<file path="config.mk">
export PLATFORM = sky130hd
export DESIGN_NAME = ema_inverse_filter
export DESIGN_NICKNAME = d
export VERILOG_FILES = /design/src/rtl/ema_inverse_filter.sv
export SDC_FILE = /design/constraint.sdc
export NUM_CORES = 1
export LEC_CHECK = 0
export ABC_AREA = 1
export CORE_MARGIN = 10
export CORE_UTILIZATION = 30
export DETAILED_ROUTE_END_ITERATION = 8
export DONT_BUFFER_PORTS = 1
export GPL_TIMING_DRIVEN = 0
export HOLD_SLACK_MARGIN = 0.1
export PLACE_DENSITY = 0.52
export SYNTH_ARGS = -nofsm -noshare
export SYNTH_HDL_FRONTEND = slang
export SYNTH_SLANG_ARGS = --single-unit
</file>
<file path="constraint.sdc">
create_clock -name clk -period 4 [get_ports clk]
set_clock_uncertainty 0.2 [all_clocks]
set_input_delay 0.6 -clock clk [delete_from_list [all_inputs] [get_ports clk]]
set_output_delay 0.6 -clock clk [all_outputs]
set_load 0.02 [all_outputs]
</file>
<file path="src/rtl/ema_inverse_filter.sv">
// ---------------------------------------------------------------------------
// ema_inverse_filter
//   Inverse of the beta=3/4 EMA stage y[n] = floor(x[n]/4) + floor(3*y[n-1]/4).
//   Rebuilds an input estimate x_hat = 4*(y[n] - floor(3*y[n-1]/4)) and clamps it
//   into DATA_W unsigned bits. The two low bits of x dropped by the forward
//   alpha truncation cannot be recovered, so x_hat is always a multiple of 4.
//   Valid/ready streaming on both sides, with one registered output stage.
//
// Ports
//   clk        rising-edge clock
//   rst_n      asynchronous active-low reset
//   clear      synchronous: drop history, go to IDLE, zero counters
//   in_valid   y sample valid
//   in_ready   block can take a y sample this cycle
//   in_data    EMA output sample y[n]
//   out_valid  x_hat valid
//   out_ready  sink accepts x_hat
//   out_data   reconstructed (saturated) x_hat
//   out_sat    x_hat was clamped (qualified by out_valid)
//   samp_cnt   x_hat words handed off, wraps
//   sat_cnt    clamped words handed off, sticks at all-ones
// ---------------------------------------------------------------------------
module ema_inverse_filter #(
  parameter int DATA_W      = 8,
  parameter int CNT_W       = 16,
  parameter int PRIME_FIRST = 0
) (
  input  logic              clk,
  input  logic              rst_n,
  input  logic              clear,
  input  logic              in_valid,
  output logic              in_ready,
  input  logic [DATA_W-1:0] in_data,
  output logic              out_valid,
  input  logic              out_ready,
  output logic [DATA_W-1:0] out_data,
  output logic              out_sat,
  output logic [CNT_W-1:0]  samp_cnt,
  output logic [CNT_W-1:0]  sat_cnt
);

  localparam int XW = DATA_W + 3;

  typedef enum logic [1:0] {
    IDLE  = 2'd0,
    PRIME = 2'd1,
    RUN   = 2'd2
  } state_t;

  state_t             state;
  state_t             state_next;
  logic [DATA_W-1:0]  y_prev;
  logic [DATA_W-1:0]  y_eff;
  logic               accept;
  logic               emit;
  logic               handshake;
  logic signed [XW-1:0] y_ext;
  logic signed [XW-1:0] beta;
  logic signed [XW-1:0] diff;
  logic signed [XW-1:0] x_raw;
  logic [DATA_W-1:0]  x_sat;
  logic               x_is_sat;

  // The input side only stalls when a word is parked in the output register
  // and the sink is refusing it; a word leaving this cycle frees the slot.
  assign in_ready  = !out_valid || out_ready;
  assign accept    = in_valid && in_ready;
  assign handshake = out_valid && out_ready;

  // Next state and whether this accept produces an output word. With
  // PRIME_FIRST set, the very first sample after reset/clear only seeds the
  // history. PRIME is a one-cycle marker for that event; it behaves like RUN.
  always_comb begin
    state_next = state;
    emit       = 1'b0;
    case (state)
      IDLE: begin
        if (accept) begin
          if (PRIME_FIRST != 0) begin
            state_next = PRIME;
          end else begin
            emit       = 1'b1;
            state_next = RUN;
          end
        end
      end
      PRIME: begin
        emit       = accept;
        state_next = RUN;
      end
      RUN: begin
        emit = accept;
      end
      default: begin
        state_next = IDLE;
      end
    endcase
  end

  // Datapath in DATA_W+3 signed bits throughout. The beta term never exceeds
  // 3/4 of full scale, and the difference times 4 spans -4*191..4*255, so
  // nothing wraps before the clamp. Numerically this equals the narrower
  // DATA_W+2 beta / DATA_W+1 diff formulation.
  always_comb begin
    y_eff    = (state == IDLE) ? '0 : y_prev;
    y_ext    = {3'b000, y_eff};
    beta     = (y_ext + (y_ext <<< 1)) >>> 2;
    diff     = $signed({3'b000, in_data}) - beta;
    x_raw    = diff <<< 2;
    x_sat    = x_raw[DATA_W-1:0];
    x_is_sat = 1'b0;
    if (x_raw[XW-1]) begin
      x_sat    = '0;
      x_is_sat = 1'b1;
    end else if (x_raw[XW-2:DATA_W] != '0) begin
      x_sat    = '1;
      x_is_sat = 1'b1;
    end
  end

  // State and history. Clear wins over a same-cycle accept so the history is
  // guaranteed empty afterwards; every other accept, priming or not, updates
  // the history with the new y.
  always_ff @(posedge clk or negedge rst_n) begin
    if (!rst_n) begin
      state  <= IDLE;
      y_prev <= '0;
    end else if (clear) begin
      state  <= IDLE;
      y_prev <= '0;
    end else begin
      state <= state_next;
      if (accept) begin
        y_prev <= in_data;
      end
    end
  end

  // Output register. A new word can replace a departing one in the same
  // cycle, so back-to-back samples stream with no bubble; while stalled the
  // data and sat flag are left untouched.
  always_ff @(posedge clk or negedge rst_n) begin
    if (!rst_n) begin
      out_valid <= 1'b0;
      out_data  <= '0;
      out_sat   <= 1'b0;
    end else if (clear) begin
      out_valid <= 1'b0;
    end else if (emit) begin
      out_valid <= 1'b1;
      out_data  <= x_sat;
      out_sat   <= x_is_sat;
    end else if (handshake) begin
      out_valid <= 1'b0;
    end
  end

  // Counters advance on output handshakes only; the saturation counter
  // sticks at all-ones instead of wrapping.
  always_ff @(posedge clk or negedge rst_n) begin
    if (!rst_n) begin
      samp_cnt <= '0;
      sat_cnt  <= '0;
    end else if (clear) begin
      samp_cnt <= '0;
      sat_cnt  <= '0;
    end else if (handshake) begin
      samp_cnt <= samp_cnt + 1'b1;
      if (out_sat && (sat_cnt != '1)) begin
        sat_cnt <= sat_cnt + 1'b1;
      end
    end
  end

endmodule

</file>
* Word level (Yosys, flattened, before mapping)
Index checks and enable logic that the tools add are counted.
** Word-level totals
- Bits of input ports :: 13
- Bits in registers :: 52
- Word-level logic and storage cells :: 52
** Cells by class
- Reduce and logical (&&, ||, !) cells :: 15
- Equal/unequal tests :: 5
- Add/sub/neg operators :: 4
- Bitwise logic cells :: 1
- Muxes and demuxes :: 20
** Operator list (number)
- $mux 16 :: 5
- $mux 8 :: 5
- $add 16x1->16 const B :: 2
- $ne 16x16->1 const B :: 1
- $add 8x9->10 :: 1
- $sub 8x8->9 :: 1
- $reduce_bool 2->1 :: 4
- $mux 1 :: 6
- $pmux 2 s3 :: 1
- $reduce_and 2->1 :: 3
- $mux 2 :: 2
- $logic_and 1x1->1 :: 3
- $ne 3x3->1 const B :: 1
- $reduce_bool 3->1 :: 1
- $eq 2x1->1 const B :: 1
- $eq 2x2->1 const B :: 1
- $logic_not 2->1 :: 1
- $ne 2x2->1 const B :: 1
- $pmux 1 s2 :: 1
- $reduce_or 2->1 :: 1
- $logic_not 1->1 :: 1
- $logic_or 1x1->1 :: 1
- $not 1->1 :: 1

* Depth between registers and ports, before layout
Gate-level depths: netlist of run 1.
- Depth after elaboration :: 7
- Gate-level depth with buffers :: 23
- Mapped depth without buffers :: 22

* Worst setup path before layout of run 1
No wires, ideal clock.
- Kind :: reg2reg
- Start point :: register state[1]
- End point :: register out_data[4]
- Setup time :: 117 ps
- Arrival :: 2591 ps
- Period minus slack after synthesis :: 2907 ps
- Cell stages (with the launch flop) :: 22
- Path buffers :: 1
- Data required time :: 3683 ps
- Slack :: 1093 ps
- Cell sequence :: dfrtp_1 -> buf_2 -> nand2_1 -> inv_1 -> ha_1 -> inv_1 -> o21ai_0 -> a211oi_1 -> nand2_1 -> nand2_1 -> nand2_1 -> ha_1 -> nand2_1 -> inv_1 -> a21oi_1 -> nand2_1 -> nand2_1 -> nand2_1 -> inv_1 -> nand3_1 -> nand2_1 -> nand2_1
** On the way
- Longest elaborated chain between the ends :: 7
** Ends and longest elaborated chain
- start, declared :: line 50 : state_t state;
- start signal, assigned :: line 132 : state <= state_next;
- $logic_not 2->1 :: line 76, 105
- $mux 8 :: line 105 : y_eff = (state == IDLE) ? '0 : y_prev;
- $add 8x9->10 :: line 107 : beta = (y_ext + (y_ext <<< 1)) >>> 2;
- $sub 8x8->9 :: line 108 : diff = $signed({3'b000, in_data}) - beta;
- $reduce_bool 2->1 :: line 115 : end else if (x_raw[XW-2:DATA_W] != '0) begin
- $mux 8 :: line 115
- $mux 8 :: line 112 : if (x_raw[XW-1]) begin
- end signal, assigned :: line 151 : out_data <= x_sat;
- end, declared :: line 36 : output logic [DATA_W-1:0] out_data,
Parallel ways exist; a longest one is shown, timed or not.
A chain may end at the register's enable or synchronous reset.

* Final worst setup path of run 1
- Start point :: register state[1]
- End point :: register out_data[6]
The elaborated chain is that of the path after synthesis.

==> results.json, run 1 <==
{
  "drive_above_1_share_pct": 6.067,
  "cts_buffers": 5,
  "reg2reg_to": "out_data[6]",
  "num_rows": 38,
  "nFillCells": 1173,
  "status": "complete, no violations",
  "rr_startpoint": "state[1]",
  "p_per_area_nw_per_um2": 311.5,
  "fin_crit_sh_pct": 82.80,
  "cp_cell_sequence": "buf_2 > nand2_1 > inv_1 > ha_1 > inv_1 > nor2_1 > a211oi_1 > nand2_1 > nand2_1 > nand2_1 > ha_1 > nand2_1 > inv_1 > a21oi_1 > nand2_1 > nand2_1 > nand2_1 > inv_1 > nand3_1 > nand2_1 > nand2_1",
  "critPathMaxStageDelay_ns": 0.36,
  "p_clk_share_pct": 33.6,
  "finalNetCount": 507,
  "syn_to_final_growth_pct": 9.910,
  "die_y_um": 125.2,
  "cts_root_buf": "clkbuf_8",
  "cts_hold_buf": 2,
  "fin_area_sq_um": 3650,
  "grt_use_total_pct": 11.07,
  "seqCellArea_sq_um": 1251,
  "antenna_found_initial": 0,
  "placed_area_sq_um": 3496,
  "gp_congestion": 0.8375,
  "drc": 0,
  "p_sw_mw": 0.3537,
  "drtPass1Iterations": 4,
  "maxCapViolCount": 0,
  "drv_slew": 0,
  "crit_type": "register to register",
  "grt_max_degree": 51,
  "coreArea_sq_um": 10840,
  "cts.sinks": 50,
  "slew_headroom_pct": 64.36,
  "multi_input_area_sq_um": 1737,
  "final_cell_mix": "136 x nand2_1, 69 x inv_1, 50 x dfrtp_1",
  "worst_r2r_path_depth": 21,
  "drt-vias-per-instance": 4.738,
  "yosys_warnings": 0,
  "min_path_cells": 2,
  "overflow": 0,
  "initial_core_util_pct": 30.63,
  "synthesis.instances": 468,
  "clk_latency_ns": 0.32,
  "mostFrequentLayoutCell": "nand2_1",
  "io_buffer_count": 0,
  "fmax_ghz": 0.3019,
  "wirelength_mm": 8.581,
  "yosysSeqAreaShare_pct": 37.68,
  "grt_pass1_wl_mm": 14.61,
  "regToRegSetupSlack_ns": 0.69,
  "cts_resized": 0,
  "critPathBufInv": 5,
  "post_cts_buffers": 0,
  "synth_cell_type_count": 33,
  "peakVddDrop_mv": 0.1500,
  "cpLargestDelayFamily": "simple AND/OR/NAND/NOR gates",
  "critPathRequiredTime_ns": 4.01,
  "timing_hold_violations_final": 0,
  "drt_iter0_markers": 168,
  "synthTopCellsByArea": "dfrtp_1 38%, nand2_1 15%, inv_1 7.8%",
  "clkTransAtPathRegs_ns": 0.11,
  "cp.depth": 21,
  "leakage_nw": 1.829,
  "cp-end-kind": "register",
  "crit_path_max_fanout": 10,
  "worst_slew_pin_slew_ns": 0.5346,
  "seqPwrFrac_pct": 50.5,
  "cp_common_cell": "nand2_1",
  "slowest_stage": "dfrtp_1",
  "hp-start": "in_valid",
  "htree_levels": 2,
  "die_w_um": 125.2,
  "synth_nets": 498,
  "combinationalPowerShare_pct": 15.9,
  "antennaDiodeCount": 0,
  "place_hpwl_mm": 6.711,
  "dr_total_vias": 2928,
  "syn_avg_cell_area_sq_um": 7.095,
  "hold_slack_ns": 0.1933,
  "clock_path_buffers": 2,
  "postRouteAntennaNets": 0,
  "holdPathEnd": "out_valid",
  "startpoint_type": "register",
  "syn_area_sq_um": 3321,
  "fin_crit_ns": 3.312,
  "cp.arrival_ns": 3.32,
  "ios": 56,
  "synth_area_leader_cell": "dfrtp_1",
  "setup-tns-final_ns": 0,
  "rsz0062_at_grt": "no",
  "synth_top_area_share_pct": 37.68,
  "finalSetupViolations": 0,
  "internal_power_mw": 0.7831,
  "hold_class": "input pin to register",
  "die_area_sq_um": 15680,
  "cts_tree": "yes",
  "ys_ff_latch": 50,
  "wl_per_cell_um": 13.89,
  "grt_pass1_vias": 2884,
  "switching_share_pct": 31.11
}
## cells in the mapped netlist
cell        n
a21oi_2     1
nand2_1   136
nand2_2     3
a21boi_0    1
buf_2       2
nor2_2      2
nand3_2     1
o21ai_1     2
a31oi_1     2
inv_2       3
clkbuf_1    3
nand3_1    41
inv_1      69
dfrtp_1    50
a211oi_1    1
o21a_1      1
o21ai_0    22
o221ai_1    1
and2_1      2
xnor2_1     3
xor2_1      8
nand3b_1    1
o31ai_1     2
ha_1       16
a21oi_1    18
nor3_1      8
nor2_4      2
nand2_4     2
fa_1        1
buf_6       3
nand4_1    22
buf_4       1
nor2_1     38
## state kept, by name, summed over array words and instances (netlist names)
| register | flops |
|---|---|
| out_sat | 1 |
| sat_cnt | 16 |
| state | 1 |
| out_data | 7 |
| y_prev | 8 |
| out_valid | 1 |
| samp_cnt | 16 |
## area by class of cell
cell class / instances / share of cell area [%]
Multi-Input combinational cell: 337 / 47.58
Clock buffer: 5 / 1.885
Buffer: 9 / 1.714
Inverter: 72 / 7.405
Sequential cell: 50 / 34.28
Timing Repair Buffer: 2 / 1.028
Tap cell: 140 / 4.799
Clock inverter: 3 / 1.303
## routing by layer
metal	track usage, %	part of all wire (%)	up-vias
met2	17.68	46	58
met1	13.65	46	1337
met4	2.846	0.97	0
met5	0	0	-
li1	-	-	1529
met3	4.309	7.4	4
## logic make-up after synthesis
group                      after synthesis  synth area share, %
AOI/OAI and AO/OA                       51                8.365
and+or+nand+nor                        258                34.40
buffers and inverters                   81                10.02
xor gates and xnor gates                11                2.902
DFF                                     50                37.68
adders and majority gates               17                6.631
## power by group through the flow
stage,registers [mW],clock network (mW),logic [mW]
final,0.574,0.382,0.181
after global routing,0.580,0.417,0.214
after CTS,0.577,0.395,0.186
after detailed placement,0.587,0,0.170
after global placement,0.586,0,0.168
after floorplan,0.577,0,0.136
## per-stage QoR
stage / utilization, % / power, mW / setup WS (ns) / cells
3_3_place_gp: 32.25 / 0.7547 / 0.7465 / 608
6_report: 33.67 / 1.137 / 0.6879 / 618
5_1_grt: 33.67 / 1.210 / 0.3274 / 618
2_1_floorplan: - / 0.7132 / 1.093 / 468
3_5_place_dp: 32.25 / 0.7563 / 0.7348 / 608
4_1_cts: 33.67 / 1.157 / 0.7043 / 618
## worst max-delay path by stage
| stage | start | to | slack, ns |
|---|---|---|---|
| floorplan | state[1] | out_data[4] | 1.09 |
| global placement | state[1] | out_data[6] | 0.75 |
| detailed placement | state[1] | out_data[4] | 0.73 |
| CTS | state[1] | out_data[6] | 0.70 |
| global route | state[1] | out_data[5] | 0.33 |
| finish | state[1] | out_data[6] | 0.69 |
No activity file was read; power rests on OpenSTA's default activity.
==> run 2, diff against run 1 <==
==> constraint.sdc (replaced) <==
create_clock -name clk -period 3.25 [get_ports clk]
set_clock_uncertainty 0.2 [all_clocks]
set_input_delay 0.4875 -clock clk [delete_from_list [all_inputs] [get_ports clk]]
set_output_delay 0.4875 -clock clk [all_outputs]
set_load 0.02 [all_outputs]
==> results.json, run 2 (synthesis results as in run 1) <==
{
  "cp.arrival_ns": 3.01,
  "slowest_stage": "dfrtp_1",
  "cts_root_buf": "clkbuf_8",
  "overflow": 0,
  "initial_core_util_pct": 30.63,
  "fin_cells": 625,
  "clkTransAtPathRegs_ns": 0.10,
  "critPathMaxStageDelay_ns": 0.38,
  "grt_pass1_vias": 2924,
  "peakVddDrop_mv": 0.1862,
  "dp.cells": 608,
  "gp_congestion": 0.8375,
  "drc": 0,
  "min_path_cells": 2,
  "critPathRequiredTime_ns": 3.26,
  "status": "complete, no violations",
  "wl_met3_um": 576,
  "clk_latency_ns": 0.32,
  "total_power_mw": 1.420,
  "postRouteAntennaNets": 0,
  "maxCapViolCount": 0,
  "crit_type": "register to register",
  "num_rows": 38,
  "io_buffer_count": 0,
  "timing_hold_violations_final": 0,
  "grt_use_total_pct": 11.19,
  "hold_class": "input pin to register",
  "reg_top3": "samp_cnt: 16 flops, sat_cnt: 16 flops, y_prev: 8 flops",
  "worst_r2r_path_depth": 20,
  "cp_common_cell": "nand2_1",
  "drtPass1Iterations": 4,
  "final_util_pct": 34.72,
  "wl_per_cell_um": 13.93,
  "slew_headroom_pct": 64.56,
  "grt_pass1_wl_mm": 14.79,
  "fin_crit_sh_pct": 92.27,
  "die_y_um": 125.2,
  "p_per_area_nw_per_um2": 377.4,
  "die_w_um": 125.2,
  "cp-end-kind": "register",
  "startpoint_type": "register",
  "cts_tree": "yes",
  "drt_iter0_markers": 146,
  "antenna_found_initial": 0,
  "dr_total_vias": 2952,
  "htree_levels": 2,
  "wl_met1_mm": 4.067,
  "drt-vias-per-instance": 4.723,
  "die_area_sq_um": 15680,
  "finalNetCount": 514,
  "coreArea_sq_um": 10840,
  "routed.top_layer": "met4",
  "drv_slew": 0,
  "ios": 56,
  "rsz0062_at_grt": "no",
  "grt_max_degree": 51,
  "cts.sinks": 50,
  "cp_cell_sequence": "buf_6 > nand2_1 > inv_1 > ha_1 > inv_2 > o21ai_0 > a21oi_1 > nand2_1 > xor2_1 > ha_1 > nand2_1 > inv_1 > a21oi_2 > nand2_1 > nand2_1 > nand2_2 > inv_2 > nand3_1 > nand2_1 > nand2_1",
  "final_cell_mix": "134 x nand2_1, 66 x inv_1, 50 x dfrtp_1",
  "wl_met2_mm": 3.969,
  "clock_path_buffers": 2,
  "finalSetupViolations": 0,
  "fmax_ghz": 0.3335,
  "antennaDiodeCount": 0,
  "cts_buffers": 5,
  "fin_crit_ns": 2.999,
  "leakage_nw": 1.860,
  "place_hpwl_mm": 6.711,
  "mostFrequentLayoutCell": "nand2_1",
  "wirelength_mm": 8.704,
  "crit_path_max_fanout": 10,
  "drive_above_1_share_pct": 8.247,
  "syn_to_final_growth_pct": 13.34,
  "worst_slew_pin_slew_ns": 0.5316
}
-- run 2: cell types whose count changed in the layout (fill, tap and decap cells not counted), sizes merged --
cell         previous run  this run
buf                     7         8
dlygate4sd3             1         7
-- run 2: final timing paths --
path	to	slack, ns	startpoint
setup / recovery	out_data[6]	0.25	state[1]
min in group asynchronous	samp_cnt[10]	0.48	rst_n
hold / removal	y_prev[5]	0.12	in_data[5]
hold reg to reg	y_prev[7]	0.33	y_prev[7]
max in group asynchronous	state[1]	2.14	rst_n
setup reg to reg	out_data[6]	0.25	state[1]
-- run 2: area by class of cell --
class / count / area [sq um]
Buffer: 9 / 68.82
Tap cell: 140 / 175.2
Multi-Input combinational cell: 337 / 1777
Clock inverter: 3 / 47.55
Inverter: 72 / 270.3
Fill cell: 1165 / 7077
Sequential cell: 50 / 1251
Clock buffer: 5 / 68.82
Timing Repair Buffer: 9 / 105.1
-- run 2: metrics by stage --
| stage | hold slack [ns] | setup TNS (ns) | setup WS, ns | area [sq um] |
|---|---|---|---|---|
| 2_1_floorplan | -0.008091 | 0 | 0.3429 | 3321 |
| 3_3_place_gp | -0.006362 | -0.003645 | -0.003525 | 3496 |
| 3_5_place_dp | -0.006371 | -0.06670 | -0.01522 | 3496 |
| 4_1_cts | 0.1135 | 0 | 0.02400 | 3715 |
| 5_1_grt | 0.1042 | 0 | 0.005244 | 3764 |
| 6_report | 0.1204 | 0 | 0.2512 | 3764 |
-- run 2: report_power, final --
part | internal (mW) | switching [mW]
Combinational | 0.0906 | 0.152
Sequential | 0.652 | 0.0554
Clock | 0.234 | 0.237
-- run 2: timing repair --
| action | 4_1_cts | 5_1_grt |
|---|---|---|
| setup buffers | 0 | 1 |
| hold buffers | 8 | 0 |
| pin swaps | 0 | 2 |
| gates resized for setup | 1 | 16 |
| endpoints found under the hold margin | 56 | 0 |
| setup endpoints to repair | 6 | 8 |
-- run 2: critical path: cells and delay by family, from the launching register on --
| kind | cells | cell delay (ns) |
|---|---|---|
| AO/OA/AOI/OAI | 3 | 0.34 |
| XOR/XNOR | 1 | 0.16 |
| adder cells (fa/ha/maj) | 2 | 0.69 |
| buffers and inverters | 5 | 0.46 |
| flip-flops | 1 | 0.38 |
| AND/OR/NAND/NOR | 9 | 0.68 |
-- run 2: routing by layer --
layer  GRT usage, %  vias up
met5              0        -
met1          14.13     1355
li1               -     1543
met3          3.887        6
met2          17.83       48
met4          2.846        0
==> run 3, diff against run 2 <==
--- a/config.mk
+++ b/config.mk
@@ -6,6 +6,7 @@
 export NUM_CORES = 1
 export LEC_CHECK = 0
 export ABC_AREA = 1
+export CAP_MARGIN = 20
 export CORE_MARGIN = 10
 export CORE_UTILIZATION = 30
 export DETAILED_ROUTE_END_ITERATION = 8
==> constraint.sdc (replaced) <==
create_clock -name clk -period 3.25 [get_ports clk]
set_clock_uncertainty 0.2 [all_clocks]
set_input_delay 0.65 -clock clk [delete_from_list [all_inputs] [get_ports clk]]
set_output_delay 0.65 -clock clk [all_outputs]
set_load 0.02 [all_outputs]
==> results.json, run 3 (synthesis results as in run 1) <==
{
  "status": "complete, no violations",
  "cts_buffers": 5,
  "antennaDiodeCount": 0,
  "drt-vias-per-instance": 4.708,
  "finalNetCount": 508,
  "clock_path_buffers": 2,
  "wirelength_mm": 8.617,
  "io_buffer_count": 0,
  "nFillCells": 1170,
  "setup-tns-final_ns": 0,
  "hold_slack_ns": 0.2407,
  "grt_use_total_pct": 11.09,
  "ios": 56,
  "hp-start": "in_valid",
  "internal_power_mw": 0.9715,
  "cp-end-kind": "register",
  "cts.sinks": 50,
  "fmax_ghz": 0.3347,
  "coreArea_sq_um": 10840,
  "fin_cells": 619,
  "worst_r2r_path_depth": 20,
  "dr_total_vias": 2914,
  "dp.cells": 608,
  "regToRegSetupSlack_ns": 0.26,
  "syn_to_final_growth_pct": 11.53,
  "switching_share_pct": 31.27,
  "clkTransAtPathRegs_ns": 0.11,
  "grt_pass1_wl_mm": 14.63,
  "clk_latency_ns": 0.32,
  "total_power_mw": 1.414,
  "layout_setup_ws_ns": 0.2621,
  "num_rows": 38,
  "fin_crit_ns": 2.988,
  "die_w_um": 125.2,
  "mostFrequentLayoutCell": "nand2_1",
  "reg_top3": "samp_cnt: 16 flops, sat_cnt: 16 flops, y_prev: 8 flops",
  "min_path_cells": 2,
  "placed_area_sq_um": 3496,
  "grt_pass1_vias": 2890,
  "rsz0062_at_grt": "no",
  "reg2reg_to": "out_data[6]",
  "fin_area_sq_um": 3704,
  "final_util_pct": 34.16,
  "p_clk_share_pct": 33.3,
  "finalSetupViolations": 0,
  "p_sw_mw": 0.4421,
  "combinationalPowerShare_pct": 16.7,
  "critPathRequiredTime_ns": 3.26,
  "final_cell_mix": "134 x nand2_1, 66 x inv_1, 50 x dfrtp_1",
  "place_hpwl_mm": 6.711,
  "overflow": 0,
  "crit_path_max_fanout": 10,
  "drtPass1Iterations": 4,
  "cp.arrival_ns": 3.00,
  "wl_per_cell_um": 13.92,
  "drc": 0,
  "holdPathEnd": "out_valid",
  "peakVddDrop_mv": 0.1865,
  "antenna_found_initial": 0,
  "p_per_area_nw_per_um2": 381.7,
  "drv_slew": 0,
  "drt_iter0_markers": 184,
  "seqCellArea_sq_um": 1251,
  "fin_crit_sh_pct": 91.94,
  "rr_startpoint": "state[1]",
  "multi_input_area_sq_um": 1777,
  "die_y_um": 125.2,
  "seqPwrFrac_pct": 50.0,
  "postRouteAntennaNets": 0,
  "worst_slew_pin_slew_ns": 0.5308,
  "cts_root_buf": "clkbuf_8",
  "maxCapViolCount": 0,
  "initial_core_util_pct": 30.63,
  "cts_tree": "yes",
  "timing_hold_violations_final": 0,
  "htree_levels": 2,
  "leakage_nw": 1.835,
  "crit_type": "register to register",
  "die_area_sq_um": 15680,
  "drive_above_1_share_pct": 8.351,
  "startpoint_type": "register",
  "grt_max_degree": 51,
  "slew_headroom_pct": 64.61,
  "place_ws_ns": -0.01522,
  "gp_congestion": 0.8375,
  "hold_class": "input pin to register"
}
[run 3: worst max-delay path by stage]
stage	from	cells after the start	to
finish	state[1]	20	out_data[6]
global route	state[1]	23	out_data[5]
CTS	state[1]	21	out_data[6]
detailed placement	state[1]	21	out_data[4]
global placement	state[1]	21	out_data[6]
floorplan	state[1]	21	out_data[4]
[run 3: metal layers]
layer | vias to the layer above | GRT usage (%) | wire length, um
met1 | 1334 | 13.65 | 3955
met2 | 41 | 17.74 | 3963
met4 | 0 | 2.846 | 105
li1 | 1531 | - | -
met3 | 8 | 4.309 | 592
met5 | - | 0 | 0
[run 3: critical path: stages (launching register included)]
cell     delay, ns
dfrtp_1       0.38
buf_6         0.14
nand2_1       0.07
inv_1         0.08
ha_1          0.33
inv_2         0.09
o21ai_0       0.08
a21oi_1       0.12
nand2_1       0.11
xor2_1        0.15
ha_1          0.36
nand2_1       0.10
inv_1         0.05
a21oi_2       0.14
nand2_1       0.06
nand2_1       0.06
nand2_2       0.08
inv_2         0.10
nand3_1       0.08
nand2_1       0.06
nand2_1       0.05
[run 3: cell type report]
| class | instances | area share [%] |
|---|---|---|
| buffer | 9 | 1.858 |
| clock buffer | 5 | 1.858 |
| clock inverter | 3 | 1.284 |
| inverter | 72 | 7.297 |
| multi-input combinational | 337 | 47.97 |
| sequential | 50 | 33.78 |
| tap | 140 | 4.730 |
| timing repair buffer | 3 | 1.216 |
[run 3: power groups by stage]
stage	Combinational (mW)	Sequential (mW)	Clock, mW
global route	0.276	0.714	0.513
detailed placement	0.209	0.722	0
floorplan	0.167	0.711	0
CTS	0.229	0.710	0.486
finish	0.236	0.707	0.470
global placement	0.207	0.722	0
[run 3: timing repair]
action | in CTS | in global routing
hold buffers | 2 | 0
gates cloned | 0 | 0
gates resized for setup | 1 | 16
setup endpoints to repair | 6 | 8
setup buffers | 0 | 1
pin swaps | 0 | 2
hold endpoints to repair | 50 | 0
